**config.mk**
```make
export PLATFORM = sky130hd
export DESIGN_NAME = rng_share_arbiter
export DESIGN_NICKNAME = d
export VERILOG_FILES = /design/src/rtl/rng_share_arbiter.sv
export SDC_FILE = /design/constraint.sdc
export NUM_CORES = 1
export LEC_CHECK = 0
export CORE_MARGIN = 3
export CORE_UTILIZATION = 30
export DETAILED_ROUTE_END_ITERATION = 7
export PLACE_DENSITY = 0.65
export SLEW_MARGIN = 20
export SYNTH_ARGS = -nofsm -noshare
export SYNTH_HDL_FRONTEND = slang
export SYNTH_SLANG_ARGS = --single-unit
```
**constraint.sdc**
```tcl
create_clock -name clk -period 2.8 [get_ports clk]
set_input_delay 0.56 -clock clk [delete_from_list [all_inputs] [get_ports clk]]
set_output_delay 0.56 -clock clk [all_outputs]
set_load 0.01 [all_outputs]
```
**src/rtl/rng_share_arbiter.sv**
```systemverilog
// rng_share_arbiter: schedules the single 64-bit prng_lcg of the BIKE-2
// key-generation datapath among N_REQ sampler requesters. The prng is seeded
// first (and again on every later seed_load); random-word requests are then
// served round-robin, with only one prng operation outstanding at a time.
// Optional build macro RNG_TIMEOUT_EN adds a WAIT watchdog and the sticky
// timeout_err output; without it WAIT waits for rng_valid indefinitely.
module rng_share_arbiter #(
  parameter int N_REQ   = 3,
  parameter int TIMEOUT = 255
) (
  input  logic             clk,
  input  logic             rst_b,
  input  logic             seed_load,
  input  logic [63:0]      seed_in,
  input  logic [N_REQ-1:0] req,
  output logic [N_REQ-1:0] gnt,
  output logic [63:0]      rnd_out,
  output logic             seeded,
  output logic             busy,
  output logic [1:0]       rng_start,
  output logic [63:0]      rng_seed,
  input  logic             rng_valid,
  input  logic [63:0]      rng_in
`ifdef RNG_TIMEOUT_EN
  ,
  output logic             timeout_err
`endif
);

  localparam int PTR_W = (N_REQ > 1) ? $clog2(N_REQ) : 1;

  localparam logic [1:0] CMD_IDLE = 2'b00;
  localparam logic [1:0] CMD_GEN  = 2'b01;
  localparam logic [1:0] CMD_SEED = 2'b10;

  typedef enum logic [2:0] {
    S_IDLE  = 3'd0,
    S_SEED  = 3'd1,
    S_ISSUE = 3'd2,
    S_WAIT  = 3'd3,
    S_GRANT = 3'd4
  } state_t;

  state_t             state_q, state_d;
  logic               op_seed_q, op_seed_d;
  logic [PTR_W-1:0]   owner_q, owner_d;
  logic [PTR_W-1:0]   ptr_q, ptr_d;
  logic               seed_pend_q, seed_pend_d;
  logic               seeded_q, seeded_d;
  logic [63:0]        rnd_q, rnd_d;
  logic [63:0]        seed_q, seed_d;
  // A seed_load arriving while a seed op is in flight must not disturb
  // rng_seed; its value is parked here until the next SEED.
  logic               defer_q, defer_d;
  logic [63:0]        defer_seed_q, defer_seed_d;

  logic [PTR_W-1:0]   pick;
  logic [PTR_W-1:0]   idx;
  logic               pick_vld;
  logic               seed_op_active;

`ifdef RNG_TIMEOUT_EN
  localparam int CNT_W = $clog2(TIMEOUT + 1);
  logic [CNT_W-1:0]   cnt_q, cnt_d;
  logic               tmo_q, tmo_d;
`endif

  assign seed_op_active = (state_q == S_SEED) || ((state_q == S_WAIT) && op_seed_q);

  // Round-robin pick: first set request at or after ptr_q, wrapping around.
  always_comb begin
    pick     = ptr_q;
    pick_vld = 1'b0;
    idx      = '0;
    for (int i = N_REQ - 1; i >= 0; i--) begin
      idx = PTR_W'((int'(ptr_q) + i) % N_REQ);
      if (req[idx]) begin
        pick     = idx;
        pick_vld = 1'b1;
      end
    end
  end

  // Next-state and command/grant decode.
  always_comb begin
    state_d      = state_q;
    op_seed_d    = op_seed_q;
    owner_d      = owner_q;
    ptr_d        = ptr_q;
    seed_pend_d  = seed_pend_q;
    seeded_d     = seeded_q;
    rnd_d        = rnd_q;
    seed_d       = seed_q;
    defer_d      = defer_q;
    defer_seed_d = defer_seed_q;
    gnt          = '0;
    rng_start    = CMD_IDLE;
`ifdef RNG_TIMEOUT_EN
    cnt_d        = cnt_q;
    tmo_d        = tmo_q;
`endif

    case (state_q)
      S_IDLE: begin
        // A seed_load in this very cycle also beats a simultaneous request.
        if (seed_pend_q || seed_load) begin
          state_d = S_SEED;
          if (defer_q) begin
            seed_d  = defer_seed_q;
            defer_d = 1'b0;
          end
        end else if (seeded_q && pick_vld) begin
          owner_d = pick;
          state_d = S_ISSUE;
        end
      end
      S_SEED: begin
        rng_start   = CMD_SEED;
        seed_pend_d = 1'b0;
        op_seed_d   = 1'b1;
        state_d     = S_WAIT;
`ifdef RNG_TIMEOUT_EN
        cnt_d       = '0;
`endif
      end
      S_ISSUE: begin
        rng_start = CMD_GEN;
        op_seed_d = 1'b0;
        state_d   = S_WAIT;
`ifdef RNG_TIMEOUT_EN
        cnt_d     = '0;
`endif
      end
      S_WAIT: begin
        if (rng_valid) begin
          if (op_seed_q) begin
            seeded_d = 1'b1;
            state_d  = S_IDLE;
          end else begin
            rnd_d   = rng_in;
            state_d = S_GRANT;
          end
        end
`ifdef RNG_TIMEOUT_EN
        else if (cnt_q == CNT_W'(TIMEOUT - 1)) begin
          // prng never answered: give up, and retry a lost seed later.
          tmo_d   = 1'b1;
          state_d = S_IDLE;
          if (op_seed_q) seed_pend_d = 1'b1;
        end else begin
          cnt_d = cnt_q + 1'b1;
        end
`endif
      end
      S_GRANT: begin
        gnt[owner_q] = 1'b1;
        ptr_d        = (owner_q == PTR_W'(N_REQ - 1)) ? '0 : owner_q + 1'b1;
        state_d      = S_IDLE;
      end
      default: state_d = S_IDLE;
    endcase

    // seed_load is honoured in every state; it overrides the SEED clear.
    if (seed_load) begin
      seed_pend_d = 1'b1;
      if (seed_op_active) begin
        defer_d      = 1'b1;
        defer_seed_d = seed_in;
      end else begin
        seed_d  = seed_in;
        defer_d = 1'b0;
      end
    end
  end

  // State and datapath registers with synchronous active-high reset.
  always_ff @(posedge clk) begin
    if (rst_b) begin
      state_q      <= S_IDLE;
      op_seed_q    <= 1'b0;
      owner_q      <= '0;
      ptr_q        <= '0;
      seed_pend_q  <= 1'b0;
      seeded_q     <= 1'b0;
      rnd_q        <= '0;
      seed_q       <= '0;
      defer_q      <= 1'b0;
      defer_seed_q <= '0;
`ifdef RNG_TIMEOUT_EN
      cnt_q        <= '0;
      tmo_q        <= 1'b0;
`endif
    end else begin
      state_q      <= state_d;
      op_seed_q    <= op_seed_d;
      owner_q      <= owner_d;
      ptr_q        <= ptr_d;
      seed_pend_q  <= seed_pend_d;
      seeded_q     <= seeded_d;
      rnd_q        <= rnd_d;
      seed_q       <= seed_d;
      defer_q      <= defer_d;
      defer_seed_q <= defer_seed_d;
`ifdef RNG_TIMEOUT_EN
      cnt_q        <= cnt_d;
      tmo_q        <= tmo_d;
`endif
    end
  end

  assign rnd_out  = rnd_q;
  assign seeded   = seeded_q;
  assign busy     = (state_q != S_IDLE);
  assign rng_seed = seed_q;
`ifdef RNG_TIMEOUT_EN
  assign timeout_err = tmo_q;
`endif

endmodule

```
==> metrics.cfg, run 1 <==
[status]
status = complete, no violations

[route]
via_per_inst = 4.91
drt_pass1_iterations = 5
drtIter0Drc = 511
wl_per_cell_um = 15.8
final_antenna_net_count = 0
drc = 0
drt-total-wl_mm = 25.1
vias = 7804

[timing]
fmax_ghz = 0.391
fin_ws_ps = 240
period_minus_slack_ps = 2560
final_max_slew_viol_count = 0
final.setup.tns_ps = 0
setup_viol = 0
tightest_slew_ps = 782
finalHoldViolations = 0
max-slew-margin-rel_pct = 47.7
period_share_pct = 91.4
clock_skew_ps = 5.90
rsz0062_at_grt = false

[min_path]
hold_path_class = reg -> reg
whs_path_depth = 2

[die]
io_pins = 270
dieArea_um2 = 29200
num_rows = 59
dieHeight_um = 171
core_um2 = 26400
start_util_pct = 30.9
fp.dieW_um = 171

[cts]
cts.clk_slew.worst_paths_ps = 60
ctsHoldBuffers = 0
post-cts-setup-buffer-count = 0
cts-resized-gates = 0
clock_sinks = 203
cts.root.buffer_cell = clkbuf_16
numCtsBuffers = 23
clock_latency_ps = 490
cts_buffer_depth = 3
cts_tree = built
cts_htree_levels = 1

[logic_synthesis]
synthesis.area_um2 = 8170
synth_edf_count = 0
synthCells = 1010
yosysWarningCount = 0
synthArstFlopShare_pct = 0
ys_seq_area_share_pct = 49.8
ys_seq_elements = 203
synth_mux_area_share_pct = 0.368
synth-simple-area-share_pct = 24.4
synth_fa_ha_area_share_pct = 0.613
synthFlopType = dfxtp_1
synth-compound-area-share_pct = 20.0
synth_top_family_by_area = simple AND/OR/NAND/NOR gates
synth_nets = 1149
avgSynthCellArea_um2 = 8.09
synth_cell_type_count = 36
synth_xor_area_share_pct = 0

[grt]
grt_first_pass_wirelength_mm = 39.2
antenna_found_initial = 0
grt_use_total_pct = 16.3
grt-ovfl-total = 0
grt_pass1_vias = 7384
grt_max_degree = 84

[critical_path]
critPathLaunchType = register
r2r_start = ptr_q[0]$_SDFFE_PP0P_
worstSetupPathType = reg -> out
cp.arrival_ps = 2000
cp-endpoint = gnt[1]
ff2ff_setup_slack_ps = 610
r2r-end = owner_q[0]$_SDFFE_PP0P_
worstPathRequired_ps = 2240
cp-end-kind = primary output
critical_path.startpoint = state_q[0]$_SDFFE_PP0P_
path_max_fanout = 6
reg2reg_depth = 7

[cells_and_area]
fillers = 2555
layout.nets = 1380
utilization_pct = 45.3
drive_gt1_share_pct = 8.54
area_growth_pct = 46.5
antennaDiodeCount = 0

[power_and_ir_drop]
p_leak_uw = 0.00404
peakVddDrop_uv = 318
powerDensity_nw_per_um2 = 659

[placed_design]
portBuffers = 269
gp_congestion = 0.746
dp_slack_ps = 487
hpwl_mm = 16.5

[run]
drv_cap = 0

-- worst min path at each step --
stage | from | endpoint | slack (ps)
global route | rnd_out[19]$_SDFFE_PP0P_ | rnd_out[19]$_SDFFE_PP0P_ | 470
floorplan | defer_seed_q[63]$_SDFFE_PP0P_ | defer_seed_q[63]$_SDFFE_PP0P_ | 440
detailed placement | rnd_out[19]$_SDFFE_PP0P_ | rnd_out[19]$_SDFFE_PP0P_ | 450
global placement | rnd_out[3]$_SDFFE_PP0P_ | rnd_out[3]$_SDFFE_PP0P_ | 440
CTS | rnd_out[19]$_SDFFE_PP0P_ | rnd_out[19]$_SDFFE_PP0P_ | 450
finish | rnd_out[60]$_SDFFE_PP0P_ | rnd_out[60]$_SDFFE_PP0P_ | 450
-- logic make-up after synthesis --
| logic type | after synthesis |
|---|---|
| AO/OA/AOI/OAI | 220 |
| adder cells (fa/ha/maj) | 4 |
| buffers and inverters | 92 |
| flip-flops | 203 |
| multiplexers | 3 |
| AND/OR/NAND/NOR | 488 |
-- synth_stat cells (3+ instances only) --
master	count	area, um^2
clkbuf_1	56	210
buf_6	5	56.3
a311oi_2	40	601
a21oi_1	136	681
o22ai_1	4	25.0
dfxtp_1	203	4060
nand3_1	65	325
mux2i_1	3	30.0
nand2_1	326	1220
a311oi_1	24	210
nor2b_1	3	18.8
buf_1	11	41.3
ha_1	4	50.1
o21ai_0	4	20.0
inv_1	6	22.5
nand3b_1	4	30.0
buf_2	14	70.1
nor3b_1	4	30.0
nor2_1	75	282
-- critical path: stages, from the launching register on --
cell and delay, ps:
dfxtp_1 340, nor2_1 150, nand2_1 140, nor3b_1 280, clkdlybuf4s50_1 590
-- power by group --
group	internal, uW	switching [uW]
registers	3150	169
clock network	1740	1140
logic	799	894
total	5690	2200
-- stage by stage --
step,hold slack (ps),instances,total power (uW),area [um^2]
2_1_floorplan,437,1010,4220,8170
5_1_grt,465,1588,8280,12000
3_5_place_dp,446,1551,5080,11300
6_report,451,1588,7890,12000
4_1_cts,454,1588,8010,12000
3_3_place_gp,441,1551,5060,11300
-- sequential cells by signal (all words and copies together), names as in the netlist --
| name | cells |
|---|---|
| defer_seed_q | 64 |
| rnd_out | 64 |
| rng_seed | 64 |
| state_q | 3 |
| owner_q | 2 |
| ptr_q | 2 |
| defer_q | 1 |
| op_seed_q | 1 |
| seed_pend_q | 1 |
| seeded | 1 |
-- area by class of cell --
cell class / instances / area [um^2] / share of cell area [%]
Clock buffer: 34 / 677 / 5.66
Clock inverter: 3 / 40.0 / 0.335
Timing Repair Buffer: 292 / 3020 / 25.2
Sequential cell: 203 / 4070 / 34.0
Multi-Input combinational cell: 715 / 3730 / 31.1
Inverter: 6 / 22.5 / 0.188
Tap cell: 335 / 419 / 3.50
-- routing by layer --
layer  track usage [%]  routed length (um)
met2              26.5               11200
met5                 0                   0
met1              21.5               11100
met4              3.67                 376
met3              4.85                2430
-- cell usage in the layout (no fill, tap or decap), types with 2 or more instances in the layout --
master / netlist / routed
nand2_1: 326 / 324
clkdlybuf4s50_1: 0 / 268
dfxtp_1: 203 / 202
a21oi_1: 136 / 136
nor2_1: 75 / 75
nand3_1: 65 / 64
a311oi_2: 40 / 40
a311oi_1: 24 / 24
clkbuf_16: 0 / 23
buf_12: 0 / 12
buf_4: 0 / 11
inv_1: 6 / 6
clkbuf_8: 0 / 6
clkbuf_1: 56 / 5
nor3b_1: 4 / 4
nand3b_1: 4 / 4
o21ai_0: 4 / 4
o22ai_1: 4 / 4
ha_1: 4 / 4
nor2b_1: 3 / 3
mux2i_1: 3 / 3
nand2b_1: 2 / 2
nor3_1: 2 / 2
nand2_2: 0 / 2
o31ai_1: 2 / 2
o21a_1: 2 / 2
a2bb2oi_1: 2 / 2
clkinv_2: 0 / 2
Note: power is estimated with default switching activity, not from simulation.
==> run 2, diff against run 1 <==
- SLEW_MARGIN: 20 -> 10
==> results of run 2 <==
Same layout as run 1: the final DEF is identical, and so are final timing and power.
==> run 3, diff against run 2 <==
- CORE_UTILIZATION: 30 -> 46
- PLACE_DENSITY: 0.65 -> 0.77
==> metrics.cfg, run 3 (same netlist as run 1, synthesis figures left out) <==
[grt]
grt_max_degree = 94
grtUsageMet3_pct = 4.78
grt_use_total_pct = 23.0
grt-ovfl-total = 0
met1_usage_pct = 31.2
antenna_found_initial = 0
grt_pass1_vias = 7534
grt_first_pass_wirelength_mm = 38.1
grt_busiest_layer = met2
grt_use_met2_pct = 37.0

[cells_and_area]
fillers = 1423
layout.nets = 1376
final_common_cell = nand2_1
final_area_um2 = 11800
drive_gt1_share_pct = 8.31
utilization_pct = 67.9
area_growth_pct = 44.3
layout_common_cells = nand2_1 (324), clkdlybuf4s50_1 (268), dfxtp_1 (202), a21oi_1 (136), nor2_1 (75)
fin_cells = 1476
antennaDiodeCount = 0

[die]
io_pins = 270
start_util_pct = 47.1
fp.dieW_um = 139
dieArea_um2 = 19400
num_rows = 48
core_um2 = 17400
dieHeight_um = 139

[route]
final_antenna_net_count = 0
drt-total-wl_mm = 23.3
drt_pass1_iterations = 6
drtIter0Drc = 481
vias = 7905
wl_per_cell_um = 15.8
drc = 0
via_per_inst = 5.36

[power_and_ir_drop]
powerDensity_nw_per_um2 = 663
p_leak_uw = 0.00402
peakVddDrop_uv = 430
report.power.total_uw = 7810

[cts]
numCtsBuffers = 22
cts.clk_slew.worst_paths_ps = 60
clock_sinks = 203
cts-resized-gates = 0
cts_htree_levels = 1
cts_tree = built
ctsHoldBuffers = 0
clock_latency_ps = 490
post-cts-setup-buffer-count = 0
cts_buffer_depth = 3
cts.root.buffer_cell = clkbuf_16

[placed_design]
hpwl_mm = 15.1
portBuffers = 269
gp_congestion = 0.838
place_area_um2 = 11100
dpl.cell_count = 1438

[critical_path]
worstSetupPathType = reg -> out
r2r-end = owner_q[0]$_SDFFE_PP0P_
ff2ff_setup_slack_ps = 560
reg2reg_depth = 7
path_max_fanout = 6
cp-end-kind = primary output
r2r_start = ptr_q[0]$_SDFFE_PP0P_
critPathLaunchType = register
cp.arrival_ps = 2010
worstPathRequired_ps = 2240

[timing]
setup_viol = 0
tightest_slew_ps = 851
rsz0062_at_grt = false
final_max_slew_viol_count = 0
period_share_pct = 91.7
period_minus_slack_ps = 2570
clock_skew_ps = 12.0
fmax_ghz = 0.389
final.setup.tns_ps = 0
max-slew-margin-rel_pct = 43.1
finalHoldViolations = 0

[min_path]
whs_path_depth = 2
hold_start = rnd_out[45]$_SDFFE_PP0P_
hold_end = rnd_out[45]$_SDFFE_PP0P_
hold_path_class = reg -> reg

[status]
status = complete, no violations

[run]
drv_cap = 0

## run 3: changes by cell type in the layout (fill, tap and decap cells not counted)
cell        change
buf_12          -2
buf_4           -1
clkbuf_1        +1
clkbuf_8        -1
clkinv_2        -1
clkinv_4        +1
clkinvlp_4      +1
## run 3: area by class of cell
type	count	area, um^2	share of cell area, %
Timing Repair Buffer	289	2970	25.2
Multi-Input combinational cell	715	3730	31.6
Sequential cell	203	4070	34.5
Clock inverter	4	51.3	0.435
Inverter	6	22.5	0.191
Clock buffer	34	667	5.66
Tap cell	225	282	2.39
## run 3: routing by layer
| layer | wire [um] | vias up |
|---|---|---|
| met3 | 1880 | 43 |
| met1 | 10200 | 3645 |
| met4 | 578 | 0 |
| met2 | 10700 | 348 |
| li1 | - | 3869 |
| met5 | 0 | - |
## run 3: worst max-delay path, cell delays in order, from the launching register on
cell and delay, ps:
dfxtp_1 350, nor2_1 150, nand2_1 130, nor3b_1 310
clkdlybuf4s50_1 600
## run 3: worst max-delay path by stage
stage / slack (ps) / to / startpoint
floorplan: 790 / owner_q[0]$_SDFFE_PP0P_ / ptr_q[0]$_SDFFE_PP0P_
global placement: 570 / rng_seed[9]$_SDFF_PP0_ / seed_load
detailed placement: 490 / rng_seed[1]$_SDFF_PP0_ / seed_load
CTS: 200 / gnt[1] / state_q[0]$_SDFFE_PP0P_
global route: 50 / gnt[1] / state_q[1]$_SDFFE_PP0P_
finish: 230 / gnt[1] / state_q[0]$_SDFFE_PP0P_
## run 3: report_power, final
part	switching, uW	internal, uW	leakage, uW	total (uW)
Sequential	160	3140	0.00166	3300
Combinational	885	785	0.00201	1670
Clock	1110	1720	0.000349	2830
Total	2150	5650	0.00402	7810
## run 3: per-stage QoR
stage	hold slack, ps	setup slack, ps
6_report	452	232
5_1_grt	467	49.4
4_1_cts	454	201
3_5_place_dp	446	485
3_3_place_gp	441	569
2_1_floorplan	437	787
